--- config.mk ---
export PLATFORM = sky130hd
export DESIGN_NAME = vga_plot_arbiter_flat
export DESIGN_NICKNAME = d
export VERILOG_FILES = /design/src/rtl/vga_plot_arbiter_if.sv /design/src/rtl/vga_plot_arbiter.sv /design/src/flat_wrapper.sv
export SDC_FILE = /design/constraint.sdc
export NUM_CORES = 1
export LEC_CHECK = 0
export CORE_MARGIN = 2
export CORE_UTILIZATION = 39
export CTS_CLUSTER_DIAMETER = 120
export CTS_CLUSTER_SIZE = 10
export DETAILED_ROUTE_END_ITERATION = 7
export PLACE_DENSITY_LB_ADDON = 0.1
export SYNTH_ARGS = -nofsm -noshare
export SYNTH_HDL_FRONTEND = slang
export SYNTH_SLANG_ARGS = --single-unit
--- constraint.sdc ---
create_clock -name clk -period 3 [get_ports clk]
set_clock_uncertainty 0.2 [all_clocks]
set_input_delay 0.3 -clock clk [delete_from_list [all_inputs] [get_ports clk]]
set_output_delay 0.3 -clock clk [all_outputs]
set_load 0.005 [all_outputs]
--- src/rtl/vga_plot_arbiter_if.sv ---
// rtl/vga_plot_arbiter_if.sv - three pixel source channels plus the registered adapter plot port
interface vga_plot_arbiter_if;
  logic       valid_0, valid_1, valid_2;
  logic [7:0] x_0, x_1, x_2;
  logic [6:0] y_0, y_1, y_2;
  logic [2:0] color_0, color_1, color_2;
  logic       last_0;
  logic       ready_0, ready_1, ready_2;
  logic [7:0] x;
  logic [6:0] y;
  logic [2:0] Color;
  logic       plot;

  modport master (
    output valid_0, valid_1, valid_2, x_0, x_1, x_2, y_0, y_1, y_2,
           color_0, color_1, color_2, last_0,
    input  ready_0, ready_1, ready_2, x, y, Color, plot
  );

  modport slave (
    input  valid_0, valid_1, valid_2, x_0, x_1, x_2, y_0, y_1, y_2,
           color_0, color_1, color_2, last_0,
    output ready_0, ready_1, ready_2, x, y, Color, plot
  );
endinterface

--- src/rtl/vga_plot_arbiter.sv ---
// rtl/vga_plot_arbiter.sv - priority/round-robin arbiter for the VGA adapter plot port
module vga_plot_arbiter #(
  parameter int unsigned XMAX = 159,
  parameter int unsigned YMAX = 119
) (
  input  logic                 clk,
  input  logic                 reset_n,
  input  logic                 hold,
  vga_plot_arbiter_if.slave    bus,
  output logic                 busy,
  output logic [7:0]           drop_count
);
  localparam logic [7:0] X_LIM = 8'(XMAX);
  localparam logic [6:0] Y_LIM = 7'(YMAX);

  typedef enum logic {ARB, BURST0} state_t;

  state_t     state, state_nxt;
  logic       rr, rr_nxt;  // 0 selects channel 1 first, 1 selects channel 2 first
  logic       rdy_0, rdy_1, rdy_2;
  logic       xfer, in_range;
  logic [7:0] sel_x;
  logic [6:0] sel_y;
  logic [2:0] sel_c;
  logic [7:0] x_q;
  logic [6:0] y_q;
  logic [2:0] c_q;
  logic       plot_q;

  always_ff @(posedge clk) begin
    if (!reset_n) begin
      state <= ARB;
      rr    <= 1'b0;
    end else begin
      state <= state_nxt;
      rr    <= rr_nxt;
    end
  end

  always_comb begin
    state_nxt = state;
    rr_nxt    = rr;
    case (state)
      ARB:     if (rdy_0 && !bus.last_0) state_nxt = BURST0;
      BURST0:  if (rdy_0 && bus.last_0)  state_nxt = ARB;
      default: state_nxt = ARB;
    endcase
    if (rdy_1) rr_nxt = 1'b1;
    if (rdy_2) rr_nxt = 1'b0;
  end

  // Grants are gated by reset so no beat can transfer while reset_n is low.
  always_comb begin
    rdy_0 = 1'b0;
    rdy_1 = 1'b0;
    rdy_2 = 1'b0;
    if (reset_n && !hold) begin
      if (state == BURST0) begin
        rdy_0 = bus.valid_0;
      end else if (bus.valid_0) begin
        rdy_0 = 1'b1;
      end else if (!rr) begin
        if (bus.valid_1)      rdy_1 = 1'b1;
        else if (bus.valid_2) rdy_2 = 1'b1;
      end else begin
        if (bus.valid_2)      rdy_2 = 1'b1;
        else if (bus.valid_1) rdy_1 = 1'b1;
      end
    end
  end

  always_comb begin
    sel_x = bus.x_0;
    sel_y = bus.y_0;
    sel_c = bus.color_0;
    if (rdy_1) begin
      sel_x = bus.x_1;
      sel_y = bus.y_1;
      sel_c = bus.color_1;
    end else if (rdy_2) begin
      sel_x = bus.x_2;
      sel_y = bus.y_2;
      sel_c = bus.color_2;
    end
  end

  assign xfer     = rdy_0 | rdy_1 | rdy_2;
  assign in_range = (sel_x <= X_LIM) && (sel_y <= Y_LIM);

  always_ff @(posedge clk) begin
    if (!reset_n) begin
      x_q        <= '0;
      y_q        <= '0;
      c_q        <= '0;
      plot_q     <= 1'b0;
      drop_count <= '0;
    end else begin
      plot_q <= xfer && in_range;
      if (xfer && in_range) begin
        x_q <= sel_x;
        y_q <= sel_y;
        c_q <= sel_c;
      end
      if (xfer && !in_range && drop_count != 8'hFF)
        drop_count <= drop_count + 8'd1;
    end
  end

  assign bus.ready_0 = rdy_0;
  assign bus.ready_1 = rdy_1;
  assign bus.ready_2 = rdy_2;
  assign bus.x       = x_q;
  assign bus.y       = y_q;
  assign bus.Color   = c_q;
  assign bus.plot    = plot_q;
  assign busy        = (state == BURST0);
endmodule

--- src/flat_wrapper.sv ---
// flat-port wrapper written by rule: the top's interface ports become plain ports
module vga_plot_arbiter_flat 
#(
  parameter int unsigned XMAX = 159,
  parameter int unsigned YMAX = 119
)
  (clk, reset_n, hold, busy, drop_count, bus_valid_0, bus_valid_1, bus_valid_2, bus_x_0, bus_x_1, bus_x_2, bus_y_0, bus_y_1, bus_y_2, bus_color_0, bus_color_1, bus_color_2, bus_last_0, bus_ready_0, bus_ready_1, bus_ready_2, bus_x, bus_y, bus_Color, bus_plot);
  vga_plot_arbiter_if bus_i ();
  input  logic clk;
  input  logic reset_n;
  input  logic hold;
  output logic busy;
  output logic [7:0] drop_count;
  input wire logic [$bits(bus_i.valid_0)-1:0] bus_valid_0;
  input wire logic [$bits(bus_i.valid_1)-1:0] bus_valid_1;
  input wire logic [$bits(bus_i.valid_2)-1:0] bus_valid_2;
  input wire logic [$bits(bus_i.x_0)-1:0] bus_x_0;
  input wire logic [$bits(bus_i.x_1)-1:0] bus_x_1;
  input wire logic [$bits(bus_i.x_2)-1:0] bus_x_2;
  input wire logic [$bits(bus_i.y_0)-1:0] bus_y_0;
  input wire logic [$bits(bus_i.y_1)-1:0] bus_y_1;
  input wire logic [$bits(bus_i.y_2)-1:0] bus_y_2;
  input wire logic [$bits(bus_i.color_0)-1:0] bus_color_0;
  input wire logic [$bits(bus_i.color_1)-1:0] bus_color_1;
  input wire logic [$bits(bus_i.color_2)-1:0] bus_color_2;
  input wire logic [$bits(bus_i.last_0)-1:0] bus_last_0;
  output wire logic [$bits(bus_i.ready_0)-1:0] bus_ready_0;
  output wire logic [$bits(bus_i.ready_1)-1:0] bus_ready_1;
  output wire logic [$bits(bus_i.ready_2)-1:0] bus_ready_2;
  output wire logic [$bits(bus_i.x)-1:0] bus_x;
  output wire logic [$bits(bus_i.y)-1:0] bus_y;
  output wire logic [$bits(bus_i.Color)-1:0] bus_Color;
  output wire logic [$bits(bus_i.plot)-1:0] bus_plot;
  assign bus_i.valid_0 = bus_valid_0;
  assign bus_i.valid_1 = bus_valid_1;
  assign bus_i.valid_2 = bus_valid_2;
  assign bus_i.x_0 = bus_x_0;
  assign bus_i.x_1 = bus_x_1;
  assign bus_i.x_2 = bus_x_2;
  assign bus_i.y_0 = bus_y_0;
  assign bus_i.y_1 = bus_y_1;
  assign bus_i.y_2 = bus_y_2;
  assign bus_i.color_0 = bus_color_0;
  assign bus_i.color_1 = bus_color_1;
  assign bus_i.color_2 = bus_color_2;
  assign bus_i.last_0 = bus_last_0;
  assign bus_ready_0 = bus_i.ready_0;
  assign bus_ready_1 = bus_i.ready_1;
  assign bus_ready_2 = bus_i.ready_2;
  assign bus_x = bus_i.x;
  assign bus_y = bus_i.y;
  assign bus_Color = bus_i.Color;
  assign bus_plot = bus_i.plot;
  vga_plot_arbiter #(.XMAX(XMAX), .YMAX(YMAX)) u_core (.clk(clk), .reset_n(reset_n), .hold(hold), .bus(bus_i), .busy(busy), .drop_count(drop_count));
endmodule
==> impl_metrics.json, run 1 <==
{
  "grt.overflow.total": 0,
  "rsz0062_at_grt": "false",
  "wl_mm": 5.00,
  "fill_cells": 361,
  "finalCritPeriodShare_pct": 83.5,
  "slew_headroom_pct": 77.3,
  "worstPathArrival_ps": 2510,
  "synth.area.top_cells": "dfxtp_1 (34%), nand2_1 (9.1%), mux2i_1 (8.9%)",
  "layout.nets": 362,
  "drv_cap": 0,
  "cts_made_buffers": 5,
  "place.gp.congestion": 0.811,
  "start_util_pct": 41.4,
  "critPathBufInv": 2,
  "die-width_um": 69.9,
  "grt_antenna_before_repair": 0,
  "drc": 0,
  "cts_tree": "done",
  "htree_levels": 2,
  "power.leakage_uw": 0.00112,
  "grt_pass1_vias": 1849,
  "power_density_nw_per_um2": 412,
  "syn_nets": 267,
  "async_flop_share_pct": 0,
  "hp-class": "reg -> reg",
  "synth_top_area_share_pct": 34.3,
  "n_antenna_cell": 0,
  "worstPathMaxFanout": 29,
  "avgSynthCellArea_um2": 8.25,
  "path_cells": "clkdlybuf4s50_1, or2_2, and2_1, o22a_2, a221oi_4, buf_4, o211ai_1, o21ai_1",
  "first_pass_iters": 4,
  "die_h_um": 69.9,
  "startpoint_type": "primary input",
  "worstSetupEndpointType": "flop",
  "comb_power_share_pct": 21.8,
  "setup_tns_ps": 0,
  "power_uw": 1150,
  "synthesis.area_um2": 1690,
  "synth_edf_count": 0,
  "dp_hpwl_mm": 3.87,
  "vdd_drop_max_mv": 0.375,
  "hold_buffers": 0,
  "grt_pass1_wl_mm": 8.34,
  "dieArea_um2": 4880,
  "drv_slew": 0,
  "finalHoldViolCount": 0,
  "synth_top_area_cell": "dfxtp_1",
  "via_per_inst": 5.32,
  "timing.fmax_mhz": 399,
  "cp_slowest_cell": "clkdlybuf4s50_1",
  "synth_cells": 205,
  "synth_commonest_cells": "nand2_1 (41), dfxtp_1 (29), mux2i_1 (15), o211ai_1 (13)",
  "cts.repair.resized": 0,
  "clock-sinks": 29,
  "clk_pin_slew_ps": 70,
  "min_period_ps": 2500,
  "reg2reg_slack_ps": 630,
  "grt_use_total_pct": 21.2,
  "crit_type": "in -> reg",
  "status": "complete, no violations",
  "via_count": 1866,
  "ys_types": 44,
  "syn_to_final_growth_pct": 65.8,
  "swShare_pct": 22.7,
  "yosys_warnings": 0,
  "final_antenna_net_count": 0,
  "power.switching_uw": 262,
  "clock-root-buffer": "clkbuf_8",
  "synth-seq-area-share_pct": 34.3,
  "drt-initial-drc-count": 54,
  "setup_viol": 0,
  "cts_setup_buffers": 0,
  "routedWlPerCell_um": 14.2,
  "yosys_register_bits": 29,
  "synth_top_flop_cell": "dfxtp_1",
  "clockBufferDepth": 2,
  "cp.required_ps": 3010,
  "pin_count": 92,
  "p_clk_share_pct": 41.7,
  "critPathMaxStageDelay_ps": 470,
  "internal_power_uw": 893,
  "critical_path.top_delay_family": "compound AO/OA/AOI/OAI gates",
  "worst-slew-pin-transition_ps": 340,
  "grt_max_degree": 30,
  "rows": 23,
  "coreArea_um2": 4090,
  "power_frac_seq_pct": 36.6,
  "drive_gt1_share_pct": 9.63,
  "clk_latency_ps": 280,
  "synth_most_common_cell": "nand2_1",
  "portBuffers": 91
}
[layout by cell type, fill, tap and decap left out, drive strengths merged, types with 2 or more instances in the layout]
cell type / Yosys / layout
a211oi: 5 / 5
a21boi: 2 / 2
a21oi: 8 / 8
a221oi: 2 / 2
a22oi: 2 / 2
a32o: 5 / 5
a32oi: 4 / 4
and3: 2 / 2
buf: 7 / 10
bufinv: 0 / 2
clkbuf: 6 / 5
clkdlybuf4s50: 0 / 91
dfxtp: 29 / 29
inv: 4 / 4
mux2i: 15 / 15
nand2: 41 / 41
nand2b: 3 / 3
nand3: 7 / 7
nor2: 11 / 11
nor3: 2 / 2
nor4b: 2 / 2
o211ai: 13 / 13
o21ai: 15 / 15
o22ai: 3 / 3
o31ai: 2 / 2
or2: 3 / 3
or4: 2 / 2
[area by class of cell]
| type | count | area (µm²) | area share (%) |
|---|---|---|---|
| multi-input cells | 159 | 1030 | 36.6 |
| repair buffers | 101 | 986 | 35.1 |
| flip-flops and latches | 29 | 581 | 20.7 |
| clock buffers | 5 | 68.8 | 2.45 |
| clock inverters | 3 | 65.1 | 2.32 |
| well taps | 50 | 62.6 | 2.23 |
| inverters | 4 | 15.0 | 0.535 |
[power by group through the flow]
| stage | Clock [µW] | Sequential [µW] | Combinational, µW |
|---|---|---|---|
| 6_report | 481 | 422 | 251 |
| 5_1_grt | 514 | 425 | 273 |
| 4_1_cts | 489 | 422 | 252 |
| 3_5_place_dp | 0 | 430 | 250 |
| 3_3_place_gp | 0 | 430 | 247 |
| 2_1_floorplan | 0 | 431 | 97.4 |
[worst register-to-register path, stage by stage (launching register included)]
cell	delay (ps)
dfxtp_1	350
nor4b_2	290
buf_4	230
and2_1	260
o22a_2	230
a32oi_1	130
or4_1	480
a21oi_1	140
[path summary, 6_finish.rpt]
kind,start,to,cells past startpoint
worst max register to register,flop,u_core.drop_count[5],7
worst min-delay path,u_core.bus.y[1],u_core.bus.y[1],2
worst max-delay path,bus_valid_2,u_core.bus.y[0],8
worst min register to register,u_core.bus.y[1],u_core.bus.y[1],2
[flip-flops by register name, indices dropped and copies added, names as in the netlist, named ones only]
name / cells
u_core.bus.x: 8
u_core.drop_count: 8
u_core.bus.y: 7
u_core.bus.Color: 3
u_core.bus.plot: 1
u_core.rr: 1
[through the flow]
step | util [%] | worst slack, ps | std cells | hold WS, ps | area (µm²)
2_1_floorplan | - | 768 | 205 | 196 | 1690
3_3_place_gp | 65.4 | 248 | 343 | 237 | 2670
3_5_place_dp | 65.4 | 228 | 343 | 245 | 2670
4_1_cts | 68.6 | 493 | 351 | 256 | 2810
5_1_grt | 68.6 | 351 | 351 | 274 | 2810
6_report | 68.6 | 496 | 351 | 252 | 2810
[layer usage]
layer,track usage (%),routed length [µm],up-vias
met2,36.9,2490,63
li1,-,-,950
met4,7.48,85,0
met1,24.2,2080,843
met5,0,0,-
met3,6.78,345,10
[logic make-up after synthesis]
group	synth area share, %
DFF	34.3
adders and majority gates	0.740
muxes	8.88
buffers and inverters	4.96
and+or+nand+nor	22.3
AOI/OAI and AO/OA	28.8
Note: power is estimated with default switching activity, not from simulation.
==> run 2: changes to the inputs <==
Clock period 3 ns to 2.55 ns, I/O delays scaled along.
==> impl_metrics.json, run 2 (synthesis results as in run 1) <==
{
  "status": "complete, no violations",
  "cp.required_ps": 2100,
  "fin_area_um2": 2980,
  "fill_cells": 320,
  "place.gp.congestion": 0.807,
  "slew_headroom_pct": 80.3,
  "timing.fmax_mhz": 415,
  "final_antenna_net_count": 0,
  "swShare_pct": 22.6,
  "clock-sinks": 29,
  "worstSetupEndpointType": "primary output",
  "grt_antenna_before_repair": 0,
  "grt_pass1_wl_mm": 8.60,
  "wl_mm": 5.17,
  "routedWlPerCell_um": 13.9,
  "critPathMaxStageDelay_ps": 500,
  "min_period_ps": 2410,
  "crit_type": "in -> out",
  "dieArea_um2": 4880,
  "syn_to_final_growth_pct": 76.0,
  "rows": 23,
  "power_uw": 1390,
  "startpoint_type": "primary input",
  "start_util_pct": 41.4,
  "finalCritPeriodShare_pct": 94.5,
  "critPathBufInv": 5,
  "clk_pin_slew_ps": 60,
  "internal_power_uw": 1070,
  "hp-class": "reg -> reg",
  "dp_hpwl_mm": 4.12,
  "setup_viol": 0,
  "worst-slew-pin-transition_ps": 296,
  "whs_ps": 247,
  "drive_gt1_share_pct": 15.9,
  "die_h_um": 69.9,
  "via_per_inst": 5.19,
  "layout.nets": 382,
  "drv_cap": 0,
  "layout_commonest_cell": "clkdlybuf4s50_1",
  "comb_power_share_pct": 23.4,
  "coreArea_um2": 4090,
  "multi_input_area_um2": 1030,
  "cp_slowest_cell": "clkdlybuf4s50_1",
  "power_density_nw_per_um2": 466,
  "worstPathMaxFanout": 6,
  "finalWorstSetupSlack_ps": 141,
  "ff_latch_area_um2": 581,
  "rsz0062_at_grt": "true",
  "clock-root-buffer": "clkbuf_8",
  "cts_made_buffers": 5,
  "dpl_cell_area_um2": 2830,
  "die-width_um": 69.9,
  "grt_max_degree": 29,
  "clockBufferDepth": 2,
  "pin_count": 92,
  "power_frac_seq_pct": 35.8,
  "critical_path.top_delay_family": "buffers and inverters",
  "power.switching_uw": 313,
  "drv_slew": 0,
  "power.leakage_uw": 0.00123,
  "first_pass_iters": 4,
  "portBuffers": 91,
  "vdd_drop_max_mv": 0.458,
  "grt_use_total_pct": 21.8,
  "grt_pass1_vias": 1925,
  "drt-initial-drc-count": 66,
  "grt.overflow.total": 0,
  "htree_levels": 2,
  "cts_tree": "done",
  "mostFrequentLayoutCells": "clkdlybuf4s50_1 (90), nand2_1 (41), dfxtp_1 (29), buf_4 (28), mux2i_1 (15)",
  "finalHoldViolCount": 0,
  "p_clk_share_pct": 40.8,
  "via_count": 1927,
  "worstPathArrival_ps": 1950,
  "drc": 0,
  "n_antenna_cell": 0,
  "path_cells": "clkdlybuf4s50_1, nor4b_2, buf_4, buf_4, nand3_1, inv_2, clkdlybuf4s50_1",
  "clk_latency_ps": 280,
  "dp_slack_ps": -154,
  "reg2reg_slack_ps": 240
}
[run 2: worst paths after layout]
check | cells past startpoint | end | from
worst max-delay path | 7 | bus_ready_2 | reset_n
worst min-delay path | 2 | u_core.bus.Color[2] | u_core.bus.Color[2]
worst max register to register | 8 | u_core.drop_count[5] | flop
worst min register to register | 2 | u_core.bus.Color[2] | u_core.bus.Color[2]
[run 2: timing repair]
item | 4_1_cts | 5_1_grt
buffers inserted | 0 | 1
endpoints found under the setup margin | 0 | 2
hold buffers | 0 | 0
resized for setup | 0 | 4
hold endpoints to repair | 0 | 0
[run 2: cell type report]
type / count / area share (%)
clock buffers: 5 / 2.31
clock inverters: 3 / 2.19
inverters: 4 / 0.504
multi-input cells: 159 / 34.6
flip-flops and latches: 29 / 19.5
well taps: 50 / 2.10
repair buffers: 121 / 38.8
[run 2: metrics by stage]
step,util [%],TNS [ps],cells
6_report,72.8,0,371
5_1_grt,72.8,-1.79,371
4_1_cts,72.4,0,370
3_5_place_dp,69.2,-1910,362
3_3_place_gp,69.2,-671,362
2_1_floorplan,-,0,205
[run 2: routing by layer]
layer	vias to the layer above	routed length, µm	global-route usage (%)
met5	-	0	0
met4	0	51	5.77
met3	5	284	6.20
met2	48	2600	38.6
met1	885	2240	25.6
li1	989	-	-
[run 2: power groups by stage]
stage | clock network, µW | logic, µW | registers (µW)
final | 565 | 324 | 496
after global routing | 600 | 351 | 500
after CTS | 575 | 324 | 496
after detailed placement | 0 | 323 | 506
after global placement | 0 | 318 | 506
after floorplan | 0 | 115 | 507
[run 2: worst reg2reg max path: cells and delay by family (launching register included)]
family	cells	cell delay, ps
and+or+nand+nor	2	780
AOI/OAI and AO/OA	3	520
buffers and inverters	3	400
DFF	1	350
